`src/rtl/fifo_sa_byte_packer.sv`:
```
// Read side of an 8-bit show-ahead FIFO. Pops bytes and packs them little-endian
// into BYTES_PER_WORD-byte words on a valid/ready stream. A partial word leaves
// after an idle timeout or an explicit flush, with a contiguous byte-enable mask.
module fifo_sa_byte_packer #(
  parameter int BYTES_PER_WORD = 4,
  parameter int FLUSH_TIMEOUT  = 64
) (
  input  logic                        clock,
  input  logic                        reset,
  input  logic [7:0]                  fifo_q,
  input  logic                        fifo_empty,
  output logic                        fifo_rdreq,
  input  logic                        flush_req,
  output logic [8*BYTES_PER_WORD-1:0] out_data,
  output logic [BYTES_PER_WORD-1:0]   out_byte_en,
  output logic                        out_valid,
  input  logic                        out_ready
);

  localparam int BPW = BYTES_PER_WORD;
  localparam int CW  = $clog2(BPW + 1);
  localparam int IW  = (BPW > 1) ? $clog2(BPW) : 1;
  localparam int TW  = (FLUSH_TIMEOUT > 0) ? $clog2(FLUSH_TIMEOUT + 1) : 1;

  localparam logic [CW-1:0] COUNT_FULL = CW'(BPW);
  localparam logic [TW-1:0] IDLE_MAX   = TW'(FLUSH_TIMEOUT);

  // FLUSH doubles as the flush_pending flag; the other states mirror the byte count.
  typedef enum logic [1:0] {
    S_EMPTY     = 2'd0,
    S_FILL      = 2'd1,
    S_FULL_WAIT = 2'd2,
    S_FLUSH     = 2'd3
  } state_e;

  state_e                state_q, state_d;
  logic [CW-1:0]         count_q, count_d;
  logic [BPW-1:0][7:0]   accum_q, accum_d;
  logic [TW-1:0]         idle_q, idle_d;
  logic [BPW-1:0][7:0]   out_data_q, out_data_d;
  logic [BPW-1:0]        out_byte_en_q, out_byte_en_d;
  logic                  out_valid_q, out_valid_d;

  logic                  flush_pending;
  logic                  slot_free;
  logic                  pop;

  // Pop handshake toward the FIFO; never asserted while it reports empty.
  always_comb begin
    flush_pending = (state_q == S_FLUSH);
    slot_free     = !out_valid_q || out_ready;
    pop           = !reset && !fifo_empty && (count_q < COUNT_FULL) && !flush_pending;
  end

  assign fifo_rdreq  = pop;
  assign out_data    = out_data_q;
  assign out_byte_en = out_byte_en_q;
  assign out_valid   = out_valid_q;

  // Next-state: accumulate popped byte, move words to the output slot, track idle/flush.
  always_comb begin
    logic [CW-1:0] count_fill;
    logic          pending_d;
    logic          emit;
    logic          timeout_hit;

    // NOTE: every signal written here gets a default first, so no latch can be inferred.
    state_d       = state_q;
    count_d       = count_q;
    accum_d       = accum_q;
    idle_d        = idle_q;
    out_data_d    = out_data_q;
    out_byte_en_d = out_byte_en_q;
    out_valid_d   = out_valid_q;
    count_fill    = count_q;
    pending_d     = flush_pending;
    emit          = 1'b0;
    timeout_hit   = 1'b0;

    if (pop) begin
      accum_d[count_q[IW-1:0]] = fifo_q;
      count_fill               = count_q + 1'b1;
    end
    count_d = count_fill;

    // Idle timer only runs on a partial word that is starved for bytes.
    if ((FLUSH_TIMEOUT != 0) && !flush_pending && fifo_empty &&
        (count_q != '0) && (count_q < COUNT_FULL)) begin
      if (idle_q != IDLE_MAX) idle_d = idle_q + 1'b1;
      timeout_hit = (idle_d == IDLE_MAX);
    end else begin
      idle_d = '0;
    end

    if (out_valid_q && out_ready) out_valid_d = 1'b0;

    if (flush_pending) begin
      if (count_q == '0) begin
        pending_d = 1'b0;
      end else if (slot_free) begin
        emit      = 1'b1;
        pending_d = 1'b0;
      end
    end else begin
      if ((count_fill == COUNT_FULL) && slot_free) emit = 1'b1;
      if (flush_req || timeout_hit) pending_d = 1'b1;
    end

    // Unused accumulator bytes are always zero, so a partial word needs no masking.
    if (emit) begin
      out_valid_d   = 1'b1;
      out_data_d    = accum_d;
      for (int k = 0; k < BPW; k++) out_byte_en_d[k] = (k < int'(count_fill));
      accum_d       = '0;
      count_d       = '0;
    end

    if (pending_d)                    state_d = S_FLUSH;
    else if (count_d == '0)           state_d = S_EMPTY;
    else if (count_d == COUNT_FULL)   state_d = S_FULL_WAIT;
    else                              state_d = S_FILL;
  end

  // State and datapath registers with synchronous reset.
  always_ff @(posedge clock) begin
    // NOTE: sequential state uses non-blocking assignments; the comb block above uses blocking.
    if (reset) begin
      state_q       <= S_EMPTY;
      count_q       <= '0;
      // NOTE: the accumulator is reset as well, because partial words rely on unused bytes being zero.
      accum_q       <= '0;
      idle_q        <= '0;
      out_data_q    <= '0;
      out_byte_en_q <= '0;
      out_valid_q   <= 1'b0;
    end else begin
      state_q       <= state_d;
      count_q       <= count_d;
      accum_q       <= accum_d;
      idle_q        <= idle_d;
      out_data_q    <= out_data_d;
      out_byte_en_q <= out_byte_en_d;
      out_valid_q   <= out_valid_d;
    end
  end

endmodule

```
`config.mk`:
```
export PLATFORM = sky130hd
export DESIGN_NAME = fifo_sa_byte_packer
export DESIGN_NICKNAME = d
export VERILOG_FILES = /design/src/rtl/fifo_sa_byte_packer.sv
export SDC_FILE = /design/constraint.sdc
export NUM_CORES = 1
export LEC_CHECK = 0
export BUFFER_PORTS_ARGS = -buffer_cell sky130_fd_sc_hd__buf_4
export CAP_MARGIN = 20
export CELL_PAD_IN_SITES_DETAIL_PLACEMENT = 0
export CELL_PAD_IN_SITES_GLOBAL_PLACEMENT = 1
export CORE_MARGIN = 2
export CORE_UTILIZATION = 43
export CTS_CLUSTER_DIAMETER = 60
export DETAILED_ROUTE_END_ITERATION = 6
export PLACE_DENSITY = 0.78
export SETUP_SLACK_MARGIN = 0.3
export SYNTH_ARGS = -nofsm -noshare
export SYNTH_HDL_FRONTEND = slang
export SYNTH_SLANG_ARGS = --single-unit
```
`constraint.sdc`:
```
create_clock -name clock -period 3.1 [get_ports clock]
set_clock_uncertainty 0.15 [all_clocks]
set_input_delay 0.155 -clock clock [delete_from_list [all_inputs] [get_ports clock]]
set_output_delay 0.155 -clock clock [all_outputs]
set_load 0.03 [all_outputs]
```
# After elaboration in Yosys (flattened, before gate mapping)
# Index checks and enable logic that the tools add are counted.
# Widths: inputs -> output; s select.
[word_totals]
ff_bits = 81
inputBits = 13
output_inout_bits = 38
wordCells = 71
[op_classes]
addsub = 2
n_lt_le_gt_ge = 7
eq_ne = 5
muxes = 22
n_bitwise = 1
n_reduce_logical = 21
[ops]
columns = ["op", "n"]
rows = [
  ["$bwmux 32", 1],
  ["$mux 32", 1],
  ["$demux 8 s2", 1],
  ["$mux 7", 2],
  ["$mux 1", 11],
  ["$logic_and 1x1->1", 9],
  ["$mux 8", 1],
  ["$add 7x1->7 const B", 1],
  ["$eq 7x7->1 const B", 1],
  ["$ne 7x7->1 const B", 1],
  ["$eq 3x3->1 const B", 2],
  ["$logic_not 3->1", 2],
  ["$lt 1x3->1 const A", 2],
  ["$lt 2x3->1 const A", 2],
  ["$mux 2", 3],
  ["$mux 3", 2],
  ["$logic_not 1->1", 4],
  ["$reduce_or 2->1", 2],
  ["$add 3x1->3 const B", 1],
  ["$lt 2x3->1 const B", 1],
  ["$lt 3x3->1 const B", 1],
  ["$reduce_bool 3->1", 1],
  ["$eq 2x2->1 const B", 1],
  ["$ge 2x1->1 const B", 1],
  ["other kinds (3)", 4],
]

# Longest topological paths before layout
# Gate-level depths: netlist (run 1).
[depth]
word_depth = 14
mapped_depth = 10
ltp_nobuf = 7

# Worst setup path after synthesis (run 1)
# No wires, ideal clock.
[synth_timing]
kind = "register to register"
from = "reg count_q[0]"
to = "reg count_q[1]"
arrival_time_ns = 1.991
path_slack_ns = 0.895
path_stages_with_launch = 11
path_cell_list = "dfxtp_1 buf_6 inv_1 ha_1 nor2b_4 a311o_1 and2_1 or2_1 buf_6 buf_6 nor2_1"
[synth_between]
elab_chain_cells = 9
[synth_lines]
columns = ["element", "line", "rtl"]
rows = [
  ["start: declaration", "37", "logic [CW-1:0] count_q, count_d;"],
  ["start signal: assignment", "138", "count_q <= count_d;"],
  ["$lt 3x3->1", "52", "pop = !reset && !fifo_empty && (count_q < COUNT_FULL) && !flush_pending;"],
  ["$logic_and 1x1->1 (2 in series)", "52", ""],
  ["$mux 3", "80", "if (pop) begin"],
  ["$eq 3x3->1", "105", "if ((count_fill == COUNT_FULL) && slot_free) emit = 1'b1;"],
  ["$logic_and 1x1->1", "105", ""],
  ["$mux 1", "105", ""],
  ["$mux 1", "97", "if (flush_pending) begin"],
  ["$mux 3 (*)", "110", "if (emit) begin"],
]
# Mark *: on every way between the ends. The rest lies on a longest branch, timed or not.
# A chain may end at the register's enable or synchronous reset.

# Worst setup path in the final report (run 1)
[layout_timing]
from = "reg count_q[0]"
to = "reg accum_q[31] (netlist bit)"
[layout_between]
elab_chain_cells = 9
[layout_lines]
columns = ["element", "line", "rtl"]
rows = [
  ["$lt 3x3->1", "52", ""],
  ["$logic_and 1x1->1 (2 in series)", "52", ""],
  ["$mux 3", "80", ""],
  ["$eq 3x3->1", "105", ""],
  ["$logic_and 1x1->1", "105", ""],
  ["$mux 1", "105", ""],
  ["$mux 1", "97", ""],
  ["$reduce_or 2->1 (no line)", "--", ""],
  ["end signal: assignment", "139", "accum_q <= accum_d;"],
  ["end: declaration", "38", "logic [BPW-1:0][7:0] accum_q, accum_d;"],
]
# Several ways; a longest one is shown, not always the timed one.

==> out/results.ini, run 1 <==
[clock_network]
cts_tree=done
root_buffer=clkbuf_8
cts_made_buffers=9
cts_setup_buffers=0
clockBufferDepth=2
path_clk_slew_ns=0.08
clk_latency_ns=0.34
cts_num_sinks=81
htreeDepth=3

[worst_setup_path]
r2r_cells=8
cp_num_buf_inv=2
r2r-start=count_q[0]
worstPathRequired_ns=3.24
r2r_end=accum_q[31]
cp_cell_sequence=inv_1, ha_1, nor2b_4, a311o_1, and2_2, or2_1, buf_4, nor2_1
critPathArrivalTime_ns=2.74
crit_path_start_kind=flip-flop
critPathMaxFanout=35
rrSetupSlack_ns=0.49
endpoint_kind=flip-flop
critPathKind=reg -> reg
slowest_stage=dfxtp_1
path_depth=8
cpPeakStageDelay_ns=0.52
cp_top_family=simple AND/OR/NAND/NOR gates

[sta]
fin_crit_sh_pct=84.1
max_slew_margin_pct=54.6
setup-violations-final=0
maxSlewViolCount=0
tightest_slew_ns=0.682
fmax_mhz=384
layout_setup_ws_ns=0.493
hold_viol=0
finalHoldWorstSlack_ns=0.116
fin_setup_tns_ns=0
grt_setup_unrepaired=false
period_needed_ns=2.61

[drt]
vias_per_cell=4.94
drtIter0Drc=99
routed_wl_mm=6.56
detail_route.drc_violations=0
num_vias=2431
drtPass1Iterations=4
routedWlPerCell_um=13.3
ant_nets=0

[floorplan]
die_x_um=90.6
rows=31
core_sq_um=7250
start_util_pct=44.5
boundaryPins=51
die-height_um=90.6
die-area_sq_um=8210

[pwr]
p_leak_uw=0.00165
p_per_area_nw_per_um2=534
vdd_ir_drop_max_mv=0.223

[grt]
antenna_found_initial=0
grt-ovfl-total=0
met1_usage_pct=23.8
met2_usage_pct=24.6
grt_pass1_wl_mm=11.0
grt_use_total_pct=16.8
grt-busiest-layer=met2
grt_pass1_vias=2255
grt_use_met3_pct=3.26
grt_max_degree=45

[run]
maxCapViolations=0

[yosys]
async_reset_ff_share_pct=0
synthCells=334
yosys.area.top_type_share_pct=50.3
yosys-top-cells-area=dfxtp_1 50%, mux2i_1 10%, nor2_1 9.4%
ys_ff_latch=81
synth_edf_count=0
yosys.area.top_type=dfxtp_1
synth_fp_nets=353
yosysWarningCount=0
synthFlopType=dfxtp_1
synth_cell_types=40
synth.avg_cell_area_sq_um=9.65
ys_seq_area_share_pct=50.3
syn_area_sq_um=3220

[placed_design]
gp_congestion=0.738
placed_area_sq_um=3610
pre_cts_ws_ns=0.509
port_buffers=50
hpwl_mm=4.46

[layout]
final_nets=407
fillCellCount=678
areaGrowthSynthToFinish_pct=21.0
final_area_sq_um=3900
antenna_cells=0
drive_above_1_share_pct=20.1

[hold_path]
whs_endpoint=state_q[0]
min_path_cells=2
min_from=reset
hp-class=in -> reg

[outcome]
status=complete, no violations

==> cell type report <==
class,count,area (sq um),area share (%)
Sequential cell,81,1620,41.6
Multi-Input combinational cell,226,1440,36.8
Timing Repair Buffer,64,509,13.1
Clock buffer,10,138,3.53
Tap cell,99,124,3.18
Clock inverter,6,51.3,1.31
Inverter,6,22.5,0.577
==> metal layers <==
metal / share of wire, % / up-vias
met5: 0 / -
met3: 3.0 / 9
li1: - / 1264
met4: 1.4 / 0
met2: 44 / 46
met1: 51 / 1112
==> how the worst max path moves through the flow <==
stage,from,slack [ns],endpoint
floorplan,count_q[0],0.89,count_q[1]
finish,count_q[0],0.49,accum_q[31]
global placement,count_q[0],0.60,state_q[0]
global route,count_q[0],0.32,state_q[0]
CTS,count_q[0],0.48,out_data[2]
detailed placement,count_q[0],0.51,out_data[0]
==> worst register-to-register path, cell delays in order (launching register included) <==
cell and delay [ns]:
dfxtp_1 0.52, inv_1 0.14, ha_1 0.40, nor2b_4 0.06, a311o_1 0.36, and2_2 0.29, or2_1 0.23, buf_4 0.24
nor2_1 0.14
==> power breakdown <==
part	switching [uW]	internal, uW	total [uW]
Clock	402	322	724
Combinational	157	103	260
Sequential	22.7	1080	1100
==> logic make-up after synthesis <==
kind of cell,synth area share [%]
flops,50.3
fa+ha+maj,2.33
xor+xnor,1.63
compound gates,13.2
mux,10.2
buf+inv,5.28
simple gates,17.0
==> placed cells by master (no fill, tap or decap), drive strengths merged, types with 3 or more instances in the layout <==
cell type     n
ha            6
a311oi        3
dfxtp        81
nor3          3
dlygate4sd3  10
nor2b         4
xor2          4
nand3         6
mux2i        33
nor2         82
a21oi        10
a211oi       34
clkinvlp      3
clkbuf       10
nand2        16
buf          54
inv           8
==> sequential cells by signal, indices dropped and copies added, names as in the netlist <==
signal	cells
idle_q	7
out_byte_en	4
count_q	3
accum_q	32
state_q	2
out_valid	1
out_data	32
==> cells in the mapped netlist, types with 5 or more instances <==
cell,instances
nand2_1,12
a21oi_1,10
nand3_1,6
clkbuf_1,5
dfxtp_1,81
nor2_1,81
buf_6,7
buf_2,7
mux2i_1,33
inv_1,6
ha_1,6
a211oi_1,34
==> metrics by stage <==
stage	instances	power (uW)	utilization [%]
2_1_floorplan	334	1300	-
3_3_place_gp	466	1370	49.7
3_5_place_dp	466	1380	49.7
4_1_cts	492	2110	53.7
5_1_grt	492	2190	53.8
6_report	492	2080	53.8
==> repair_timing <==
action | CTS | global route
endpoints found under the hold margin | 30 | 0
endpoints found under the setup margin | 0 | 5
hold buffers | 10 | 0
resized for setup | 0 | 2
No activity file was read; power rests on OpenSTA's default activity.
==> inputs of run 2 (changes only) <==
Clock period 3.1 ns to 2.5 ns, I/O delays scaled along.
==> out/results.ini, run 2 (synthesis gave the netlist of run 1 again) <==
[outcome]
status=complete, no violations

[worst_setup_path]
crit_path_start_kind=flip-flop
cpPeakStageDelay_ns=0.37  ; -0.15 ns
slowest_stage=a311o_1
cp_cell_sequence=inv_1, ha_4, nor2b_4, a311o_1, and2_4, or2_4, buf_8, nor2_1
crit_start=count_q[0]
cp_num_buf_inv=2  ; unchanged
cp_top_family=simple AND/OR/NAND/NOR gates
endpoint_kind=flip-flop
critPathMaxFanout=25  ; -29%
worstPathRequired_ns=2.62  ; -0.62 ns
critPathArrivalTime_ns=2.21  ; -0.53 ns
r2r-start=count_q[0]
critPathKind=reg -> reg

[drt]
num_vias=2487  ; +2.3%
detail_route.drc_violations=0  ; unchanged
ant_nets=0  ; unchanged
drtPass1Iterations=4  ; unchanged
vias_per_cell=4.97  ; +0.67%
drtIter0Drc=71  ; -28%
routed_wl_mm=6.52  ; -0.63%
routedWlPerCell_um=13.0  ; -2.2%

[grt]
grt_use_met3_pct=4.92  ; +1.7 points
grt_max_degree=51  ; +13%
met2_usage_pct=26.6  ; +1.9 points
grt_pass1_wl_mm=11.0  ; +0.31%
met1_usage_pct=22.1  ; -1.8 points
grt_use_total_pct=16.7  ; -0.11 points
grt-ovfl-total=0  ; unchanged
grt_pass1_vias=2320  ; +2.9%
grt-busiest-layer=met2
antenna_found_initial=0  ; unchanged

[floorplan]
rows=31  ; unchanged
die-area_sq_um=8210  ; unchanged
boundaryPins=51  ; unchanged
die-height_um=90.6  ; unchanged
core_sq_um=7250  ; unchanged
die_x_um=90.6  ; unchanged
start_util_pct=44.5  ; unchanged

[placed_design]
port_buffers=50  ; unchanged
gp_congestion=0.873  ; +18%
placedCellCount=472  ; +1.3%
pre_cts_ws_ns=0.294  ; -0.215 ns
hpwl_mm=4.45  ; -0.32%

[sta]
fin_setup_tns_ns=0  ; unchanged
maxSlewViolCount=0  ; unchanged
setup-violations-final=0  ; unchanged
max_slew_margin_pct=70.9  ; +16 points
tightest_slew_ns=0.437  ; -0.245 ns
hold_viol=0  ; unchanged
period_needed_ns=2.09  ; -0.521 ns
fin_crit_sh_pct=83.4  ; -0.67 points
fmax_mhz=480  ; +25%
grt_setup_unrepaired=false
layout_setup_ws_ns=0.415  ; -0.0786 ns
finalHoldWorstSlack_ns=0.143  ; +0.0269 ns

[clock_network]
cts_tree=done
cts_made_buffers=9  ; unchanged
htreeDepth=3  ; unchanged
path_clk_slew_ns=0.08  ; about the same
clockBufferDepth=2  ; unchanged
root_buffer=clkbuf_8
clk_latency_ns=0.34  ; about the same
cts_num_sinks=81  ; unchanged

[layout]
antenna_cells=0  ; unchanged
fin_cells=500  ; +1.6%
final_common_cell=nor2_1
drive_above_1_share_pct=22.7  ; +2.6 points
regArea_sq_um=1620  ; about the same
areaGrowthSynthToFinish_pct=24.9
final_cell_mix=81 x nor2_1, 80 x dfxtp_1, 59 x buf_4
multi_input_area_sq_um=1460  ; +1.6%
final_nets=415  ; +2.0%
fillCellCount=681  ; +0.44%

[pwr]
vdd_ir_drop_max_mv=0.432  ; +93%
p_leak_uw=0.00172  ; +4.3%
p_per_area_nw_per_um2=668  ; +25%
power.total_uw=2690  ; +29%

[hold_path]
hp-class=in -> reg
min_from=fifo_empty

[run]
maxCapViolations=0  ; unchanged

run 2: cell count changes in the layout (fill, tap and decap cells not counted), sizes merged:
| cell | delta |
|---|---|
| clkinvlp | -3 |
| clkinv | +2 |
| bufinv | +1 |
| dlygate4sd3 | +1 |
| inv | -1 |
| clkbuf | +1 |
| buf | +7 |
run 2: layer usage:
| metal | wire length, um | share of wire, % |
|---|---|---|
| met1 | 3140 | 48 |
| met2 | 3080 | 47 |
| met3 | 252 | 3.9 |
| met4 | 42 | 0.64 |
| met5 | 0 | 0 |
run 2: final timing paths:
path | end | slack [ns] | depth (start not counted)
hold reg to reg | out_byte_en[1] | 0.35 | 2
setup reg to reg | accum_q[1] | 0.41 | 8
setup / recovery | accum_q[1] | 0.41 | 8
hold / removal | idle_q[2] | 0.14 | 4
run 2: what timing repair did:
action	in CTS	in global routing
gates resized for setup	2	6
endpoints found under the setup margin	15	53
endpoints found under the hold margin	34	0
hold buffers	11	0
pin swaps	0	1
buffers inserted	0	1
run 2: worst reg2reg max path, delay by kind of cell (launching register included):
family	cells	cell delay, ns
flip-flops	1	0.33
AND/OR/NAND/NOR	4	0.61
buffers and inverters	2	0.26
AO/OA/AOI/OAI	1	0.37
adder cells (fa/ha/maj)	1	0.31
run 2: through the flow:
step	area, sq um	utilization [%]
2_1_floorplan	3240	-
3_3_place_gp	3680	50.7
3_5_place_dp	3680	50.7
4_1_cts	4010	55.2
5_1_grt	4030	55.5
6_report	4030	55.5
run 2: report_power, final:
part | total (uW) | switching, uW | internal [uW]
Clock | 985 | 464 | 521
Combinational | 347 | 202 | 144
Sequential | 1360 | 23.2 | 1340
Total | 2690 | 689 | 2000
run 2: final cells by class:
cell class | instances | area share [%]
Tap cell | 99 | 3.08
Clock inverter | 5 | 1.52
Timing Repair Buffer | 72 | 14.6
Multi-Input combinational cell | 226 | 36.2
Inverter | 6 | 0.559
Clock buffer | 11 | 3.76
Sequential cell | 81 | 40.3
